--- config.mk ---
export PLATFORM = sky130hd
export DESIGN_NAME = mem_arbiter_flat
export DESIGN_NICKNAME = d
export VERILOG_FILES = /design/src/rtl/mem_arbiter_if.sv /design/src/rtl/mem_arbiter.sv /design/src/flat_wrapper.sv
export SDC_FILE = /design/constraint.sdc
export NUM_CORES = 1
export LEC_CHECK = 0
export CORE_MARGIN = 3
export CORE_UTILIZATION = 30
export CTS_CLUSTER_DIAMETER = 150
export DETAILED_ROUTE_END_ITERATION = 10
export RECOVER_POWER = 100
export SETUP_SLACK_MARGIN = 0.2
export SYNTH_ARGS = -nofsm -noshare
export SYNTH_HDL_FRONTEND = slang
export SYNTH_SLANG_ARGS = --single-unit
--- constraint.sdc ---
create_clock -name clka -period 5.2 [get_ports clka]
set_clock_uncertainty 0.1 [all_clocks]
set_input_delay 1.56 -clock clka [delete_from_list [all_inputs] [get_ports clka]]
set_output_delay 1.56 -clock clka [all_outputs]
set_load 0.1 [all_outputs]
--- src/rtl/mem_arbiter_if.sv ---
// Bundle of fetch port, load/store port, stall and RAM-side signals of the memory arbiter.
// slave = arbiter side, master = requesters plus RAM side.
interface mem_arbiter_if #(
   parameter int AW = 10
);
   logic          if_req;
   logic [31:0]   if_addr;
   logic [31:0]   if_rdata;
   logic          if_ready;
   logic          mem_req;
   logic          mem_we;
   logic [3:0]    mem_be;
   logic [31:0]   mem_addr;
   logic [31:0]   mem_wdata;
   logic [31:0]   mem_rdata;
   logic          mem_ready;
   logic          stall;
   logic          ram_en;
   logic [3:0]    ram_we;
   logic [AW-1:0] ram_addr;
   logic [31:0]   ram_wdata;
   logic [31:0]   ram_rdata;

   modport slave (
      input  if_req, if_addr, mem_req, mem_we, mem_be, mem_addr, mem_wdata, ram_rdata,
      output if_rdata, if_ready, mem_rdata, mem_ready, stall, ram_en, ram_we, ram_addr, ram_wdata
   );

   modport master (
      output if_req, if_addr, mem_req, mem_we, mem_be, mem_addr, mem_wdata, ram_rdata,
      input  if_rdata, if_ready, mem_rdata, mem_ready, stall, ram_en, ram_we, ram_addr, ram_wdata
   );
endinterface

--- src/rtl/mem_arbiter.sv ---
// Shares one single-port synchronous RAM between the fetch and load/store ports.
// One access in flight at a time; alternating grant under contention; stall while a request is pending.
module mem_arbiter #(
   parameter int AW  = 10,
   parameter int LAT = 1
) (
   input logic          clka,
   input logic          rst,
   mem_arbiter_if.slave bus
);
   typedef enum logic [1:0] {IDLE, ISSUE, WAIT, RESP} state_t;

   state_t        state_q, state_d;
   logic [3:0]    cnt_q, cnt_d;
   logic          last_mem_q, last_mem_d;   // 0 = FETCH was granted last
   logic          gnt_mem_q, gnt_mem_d;
   logic          is_st_q, is_st_d;
   logic          ram_en_q, ram_en_d;
   logic [3:0]    ram_we_q, ram_we_d;
   logic [AW-1:0] ram_addr_q, ram_addr_d;
   logic [31:0]   ram_wdata_q, ram_wdata_d;
   logic [31:0]   if_rdata_q, if_rdata_d;
   logic [31:0]   mem_rdata_q, mem_rdata_d;
   logic          if_ready_q, if_ready_d;
   logic          mem_ready_q, mem_ready_d;

   // byte offset and bits above the RAM window are deliberately dropped
   logic unused_addr_bits;
   assign unused_addr_bits = ^{bus.if_addr[31:AW+2], bus.if_addr[1:0],
                               bus.mem_addr[31:AW+2], bus.mem_addr[1:0]};

   always_ff @(posedge clka or posedge rst) begin
      if (rst) begin
         state_q     <= IDLE;
         cnt_q       <= '0;
         last_mem_q  <= 1'b0;
         gnt_mem_q   <= 1'b0;
         is_st_q     <= 1'b0;
         ram_en_q    <= 1'b0;
         ram_we_q    <= '0;
         ram_addr_q  <= '0;
         ram_wdata_q <= '0;
         if_rdata_q  <= '0;
         mem_rdata_q <= '0;
         if_ready_q  <= 1'b0;
         mem_ready_q <= 1'b0;
      end else begin
         state_q     <= state_d;
         cnt_q       <= cnt_d;
         last_mem_q  <= last_mem_d;
         gnt_mem_q   <= gnt_mem_d;
         is_st_q     <= is_st_d;
         ram_en_q    <= ram_en_d;
         ram_we_q    <= ram_we_d;
         ram_addr_q  <= ram_addr_d;
         ram_wdata_q <= ram_wdata_d;
         if_rdata_q  <= if_rdata_d;
         mem_rdata_q <= mem_rdata_d;
         if_ready_q  <= if_ready_d;
         mem_ready_q <= mem_ready_d;
      end
   end

   always_comb begin
      state_d     = state_q;
      cnt_d       = cnt_q;
      last_mem_d  = last_mem_q;
      gnt_mem_d   = gnt_mem_q;
      is_st_d     = is_st_q;
      ram_en_d    = ram_en_q;
      ram_we_d    = ram_we_q;
      ram_addr_d  = ram_addr_q;
      ram_wdata_d = ram_wdata_q;
      if_rdata_d  = if_rdata_q;
      mem_rdata_d = mem_rdata_q;
      if_ready_d  = if_ready_q;
      mem_ready_d = mem_ready_q;
      case (state_q)
         IDLE: begin
            if (bus.mem_req && (!bus.if_req || !last_mem_q)) begin
               gnt_mem_d  = 1'b1;
               last_mem_d = 1'b1;
               is_st_d    = bus.mem_we;
               ram_en_d   = 1'b1;
               ram_addr_d = bus.mem_addr[AW+1:2];
               ram_we_d   = bus.mem_we ? bus.mem_be : 4'b0000;
               if (bus.mem_we) ram_wdata_d = bus.mem_wdata;
               state_d    = ISSUE;
            end else if (bus.if_req) begin
               gnt_mem_d  = 1'b0;
               last_mem_d = 1'b0;
               is_st_d    = 1'b0;
               ram_en_d   = 1'b1;
               ram_addr_d = bus.if_addr[AW+1:2];
               ram_we_d   = 4'b0000;
               state_d    = ISSUE;
            end
         end
         ISSUE: begin
            ram_en_d = 1'b0;
            ram_we_d = 4'b0000;
            cnt_d    = 4'(LAT - 1);
            state_d  = WAIT;
         end
         WAIT: begin
            if (cnt_q != 4'd0) begin
               cnt_d = cnt_q - 4'd1;
            end else begin
               if (gnt_mem_q) begin
                  if (!is_st_q) mem_rdata_d = bus.ram_rdata;
                  mem_ready_d = 1'b1;
               end else begin
                  if_rdata_d = bus.ram_rdata;
                  if_ready_d = 1'b1;
               end
               state_d = RESP;
            end
         end
         RESP: begin
            if_ready_d  = 1'b0;
            mem_ready_d = 1'b0;
            state_d     = IDLE;
         end
         default: state_d = IDLE;
      endcase
   end

   assign bus.ram_en    = ram_en_q;
   assign bus.ram_we    = ram_we_q;
   assign bus.ram_addr  = ram_addr_q;
   assign bus.ram_wdata = ram_wdata_q;
   assign bus.if_rdata  = if_rdata_q;
   assign bus.mem_rdata = mem_rdata_q;
   assign bus.if_ready  = if_ready_q;
   assign bus.mem_ready = mem_ready_q;
   assign bus.stall     = (bus.if_req & ~if_ready_q) | (bus.mem_req & ~mem_ready_q);
endmodule

--- src/flat_wrapper.sv ---
// flat-port wrapper written by rule: the top's interface ports become plain ports
module mem_arbiter_flat 
#(
   parameter int AW  = 10,
   parameter int LAT = 1
)
  (clka, rst, bus_if_req, bus_if_addr, bus_mem_req, bus_mem_we, bus_mem_be, bus_mem_addr, bus_mem_wdata, bus_ram_rdata, bus_if_rdata, bus_if_ready, bus_mem_rdata, bus_mem_ready, bus_stall, bus_ram_en, bus_ram_we, bus_ram_addr, bus_ram_wdata);
  mem_arbiter_if #(.AW(AW)) bus_i ();
  input logic clka;
  input logic rst;
  input wire logic [$bits(bus_i.if_req)-1:0] bus_if_req;
  input wire logic [$bits(bus_i.if_addr)-1:0] bus_if_addr;
  input wire logic [$bits(bus_i.mem_req)-1:0] bus_mem_req;
  input wire logic [$bits(bus_i.mem_we)-1:0] bus_mem_we;
  input wire logic [$bits(bus_i.mem_be)-1:0] bus_mem_be;
  input wire logic [$bits(bus_i.mem_addr)-1:0] bus_mem_addr;
  input wire logic [$bits(bus_i.mem_wdata)-1:0] bus_mem_wdata;
  input wire logic [$bits(bus_i.ram_rdata)-1:0] bus_ram_rdata;
  output wire logic [$bits(bus_i.if_rdata)-1:0] bus_if_rdata;
  output wire logic [$bits(bus_i.if_ready)-1:0] bus_if_ready;
  output wire logic [$bits(bus_i.mem_rdata)-1:0] bus_mem_rdata;
  output wire logic [$bits(bus_i.mem_ready)-1:0] bus_mem_ready;
  output wire logic [$bits(bus_i.stall)-1:0] bus_stall;
  output wire logic [$bits(bus_i.ram_en)-1:0] bus_ram_en;
  output wire logic [$bits(bus_i.ram_we)-1:0] bus_ram_we;
  output wire logic [$bits(bus_i.ram_addr)-1:0] bus_ram_addr;
  output wire logic [$bits(bus_i.ram_wdata)-1:0] bus_ram_wdata;
  assign bus_i.if_req = bus_if_req;
  assign bus_i.if_addr = bus_if_addr;
  assign bus_i.mem_req = bus_mem_req;
  assign bus_i.mem_we = bus_mem_we;
  assign bus_i.mem_be = bus_mem_be;
  assign bus_i.mem_addr = bus_mem_addr;
  assign bus_i.mem_wdata = bus_mem_wdata;
  assign bus_i.ram_rdata = bus_ram_rdata;
  assign bus_if_rdata = bus_i.if_rdata;
  assign bus_if_ready = bus_i.if_ready;
  assign bus_mem_rdata = bus_i.mem_rdata;
  assign bus_mem_ready = bus_i.mem_ready;
  assign bus_stall = bus_i.stall;
  assign bus_ram_en = bus_i.ram_en;
  assign bus_ram_we = bus_i.ram_we;
  assign bus_ram_addr = bus_i.ram_addr;
  assign bus_ram_wdata = bus_i.ram_wdata;
  mem_arbiter #(.AW(AW), .LAT(LAT)) u_core (.clka(clka), .rst(rst), .bus(bus_i));
endmodule
==> summary.md <==
The tool flagged a number of max-cap violations equal to 4. The synthesized-area fraction occupied by adder cells came out at 1.81%. The port buffer count was 206. By area the synthesized netlist is led by dfrtp_1 (63%), mux2_2 (22%), mux2i_1 (2.1%). In the synthesized netlist the dominant register cell turns out to be dfrtp_1. The post-route antenna net violation count is 0. Of the cells placed in the final design, the portion with a size suffix greater than 1 is 24.4%. The final critical path time including I/O delays and setup works out to 4.61 ns. The slew at the pin closest to its max-slew limit is 2.63 ns. The run gives 158 as the final count of pins violating max slew. In the final layout, the multi-input gates occupy 0.00168 mm2. The final number of hold-violating endpoints is 0, and the post-synthesis compound-gate area fraction is 4.94%. The top-level I/O count was 251. For this run, the number of Yosys warnings is 0. The worst hold path belongs to the class flop to flop.

After the first detailed-routing iteration, the DRC count stood at 101. After synthesis, flip-flops and latches occupy 62.6% of the total area. On the worst path, the slowest cell contributes a delay of 0.68 ns.

The simple logic cell fraction of the synthesized area is 3.24%. For the weighted congestion at the end of routability-driven global placement, the log shows 0.755. dfrtp_1 is the most common cell in the netlist.

The starting density of the core is 31.2%, and the tightest hold margin is 0.375 ns. The area growth from synthesis to layout is 59.9%. The fraction of registers with async set or reset after synthesis was 100%.

The data required time of the worst path was 3.54 ns; the residual overflow from global routing was 0. The total iterations of the first detailed-routing run came out at 4. In the final routing, the length of wire on met1 measures 4.97 mm. The H-tree was split into 4 levels. Walking the worst path, the cells encountered are dlygate4sd3_1 > inv_1 > o22ai_1 > clkbuf_2. In the synthesized netlist, the number of instances is 323. After the last flow step, the layout net total stands at 681. The number of antenna violations at the first check in global routing was 0. The pin count of the biggest net entering global routing is 65. Family with the most delay on the worst path: buffers and inverters. Post-CTS timing repair inserted 0 buffers for setup. The critical path class is input pin to output port. The run gives 0.00483 mm2 as the combined area of all synthesized cells. Setup violations remaining at the end of the flow were counted as 0. Derived from the worst setup path, the maximum achievable clock frequency is 217 MHz.

After Yosys synthesis, XOR and XNOR cells account for 0% of the synthesized area. For the area enclosed by the die boundary, the log shows 0.0177 mm2. TritonCTS built the clock tree. In this run the vertical extent of the chip is 133 um. The combinational family with the most area after synthesis is multiplexers. The tools report the number of gates resized after CTS as 0. The number of fillers in the final layout was 1358; the period utilization was 88.6%.

The biggest fanout along the worst timing path came out at 7. The tools report the detailed placement HPWL as 9.00 mm. After synthesis, the mean cell area works out to 15.0 um2. STA classifies the critical path endpoint as an output port.

Wires add up to 12.5 mm. The register clock-pin slew on the reported worst setup and hold paths was 0.06 ns. The first global-routing pass estimated 20.1 mm of wire. The number of sinks handled by clock tree synthesis came out at 121. Synthesis inferred 121 register bits. Hold buffer count at cts: 0.

Detailed routing placed a total of 6.58 mm of wire on met2. The via count of the first global-routing pass is 3689, and the post-route DRC violation count is 0. Counting flops with a built-in enable in the synthesized netlist gives 0. The worst slew slack as a fraction of its limit was -76.4%.

The worst setup path is launched from an input pin. The tools report the number of CTS-inserted buffers as 17. Of all cell types, the one taking the most synthesized area is dfrtp_1. The top cell type's share of synthesized area came out at 62.6%.

The tools report the number of vias after detailed routing as 3416. The mux share of post-synthesis cell area was 24.9%; the count of buffering cells on the critical path with inverters included was 3. The top routing layer in use is met4. Setup repair after global routing left no endpoint under its margin. The slowest library cell on the worst path is dlygate4sd3_1.

The number of placement rows came out at 45. The core outline area came out at 0.0155 mm2. For the sequential standard cell area, the log shows 0.00303 mm2. Clock tree root buffer cell: clkbuf_16. Wire segments on met3 add up to 727 um in the final route. Data arrives at the worst endpoint at 2.95 ns. Global routing consumed, over all layers together, 14.4% of the routing resources.

The overall die width came out at 133 um. The final reports fail on max-capacitance violations, max-slew violations. The number of antenna diodes in the final layout is 0. The per-cell routed wire length is 16.4 um, and the clock tree buffer depth is 2.

When the netlist entered floorplanning its net count stood at 467. The ratio of routed vias to standard cells is 4.49. At the later pin of the worst-skew pair, clock insertion delay measures 0.40 ns. The flow ran to the end, but the final reports show violations.

For the sum of negative setup slack, the log shows 0 ns. By count the netlist is led by dfrtp_1 (121), mux2_2 (96), nand2_1 (17), o21ai_0 (12), mux2i_1 (10). The tools report the count of distinct cell types in the synthesized netlist as 32.
## area by class of cell
type                            count  share of cell area, %
Sequential cell                   121                   39.2
Timing Repair Buffer              210                   27.1
Multi-Input combinational cell    179                   21.8
Clock buffer                       18                   5.68
Tap cell                          211                   3.42
Clock inverter                     13                   2.49
Inverter                            8                  0.405
## placed cells by master, fill, tap and decap left out, types with 2 or more instances in the layout
cell type          n
a21o_1             2
a21oi_1            3
a22o_1             5
a32o_1             3
bufinv_16          4
clkbuf_1           2
clkbuf_16         17
clkdlybuf4s50_1   89
clkinv_4           4
clkinvlp_4         2
dfrtp_1          121
dlygate4sd3_1    116
ha_1               7
inv_1              7
inv_6              2
mux2_1             2
mux2_2            96
mux2i_1           10
nand2_1           17
nand3_1            2
nor2_1             2
nor3b_1            2
o21ai_0           11
o22ai_1            2
## flip-flops by register name (all words and copies together) (netlist names), 2 cells and up
signal,flops
u_core.bus.if_rdata,32
u_core.state_q,2
u_core.bus.ram_addr,10
u_core.bus.ram_wdata,32
u_core.cnt_q,4
u_core.bus.ram_we,4
u_core.bus.mem_rdata,32
## tightest hold or removal path, stage by stage (launching register included)
cell and delay (ns):
dfrtp_1 0.34, nand2_1 0.04, o21ai_0 0.06
## cells by family after synthesis
family                     after synthesis
DFF                                    121
muxes                                  108
AOI/OAI and AO/OA                       35
and+or+nand+nor                         29
buffers and inverters                   23
adders and majority gates                7
## per-layer routing
metal	track usage, %	vias to the layer above
li1	-	1586
met1	16.7	1713
met4	5.37	0
met3	4.64	17
met2	25.0	100
met5	0	-
## per-stage QoR
| step | instances | setup slack [ns] | util, % | cell area [um2] |
|---|---|---|---|---|
| 6_report | 760 | 0.591 | 49.9 | 7730 |
| 2_1_floorplan | 323 | 0.283 | - | 4830 |
| 4_1_cts | 760 | 0.778 | 50.2 | 7770 |
| 3_3_place_gp | 729 | 0.775 | 46.1 | 7140 |
| 3_5_place_dp | 729 | 0.788 | 46.1 | 7140 |
| 5_1_grt | 760 | 0.458 | 49.9 | 7730 |
## final timing paths
check	from	end	slack, ns	cells past startpoint
worst min register to register	u_core.bus.ram_addr[3]$_DFFE_PP0P_	u_core.bus.ram_addr[3]$_DFFE_PP0P_	0.38	2
min in group asynchronous	rst	u_core.bus.ram_wdata[20]$_DFFE_PP0P_	2.22	2
worst max-delay path	bus_if_req	bus_stall	0.59	4
worst min-delay path	u_core.bus.ram_addr[3]$_DFFE_PP0P_	u_core.bus.ram_addr[3]$_DFFE_PP0P_	0.38	2
worst max register to register	u_core.cnt_q[0]$_DFFE_PP0P_	u_core.bus.mem_rdata[24]$_DFFE_PP0P_	1.67	6
max in group asynchronous	rst	u_core.bus.if_rdata[3]$_DFFE_PP0P_	1.55	3
Power is not shown: default switching activity piles up to over one toggle a cycle in this logic, so the estimate is an artifact.
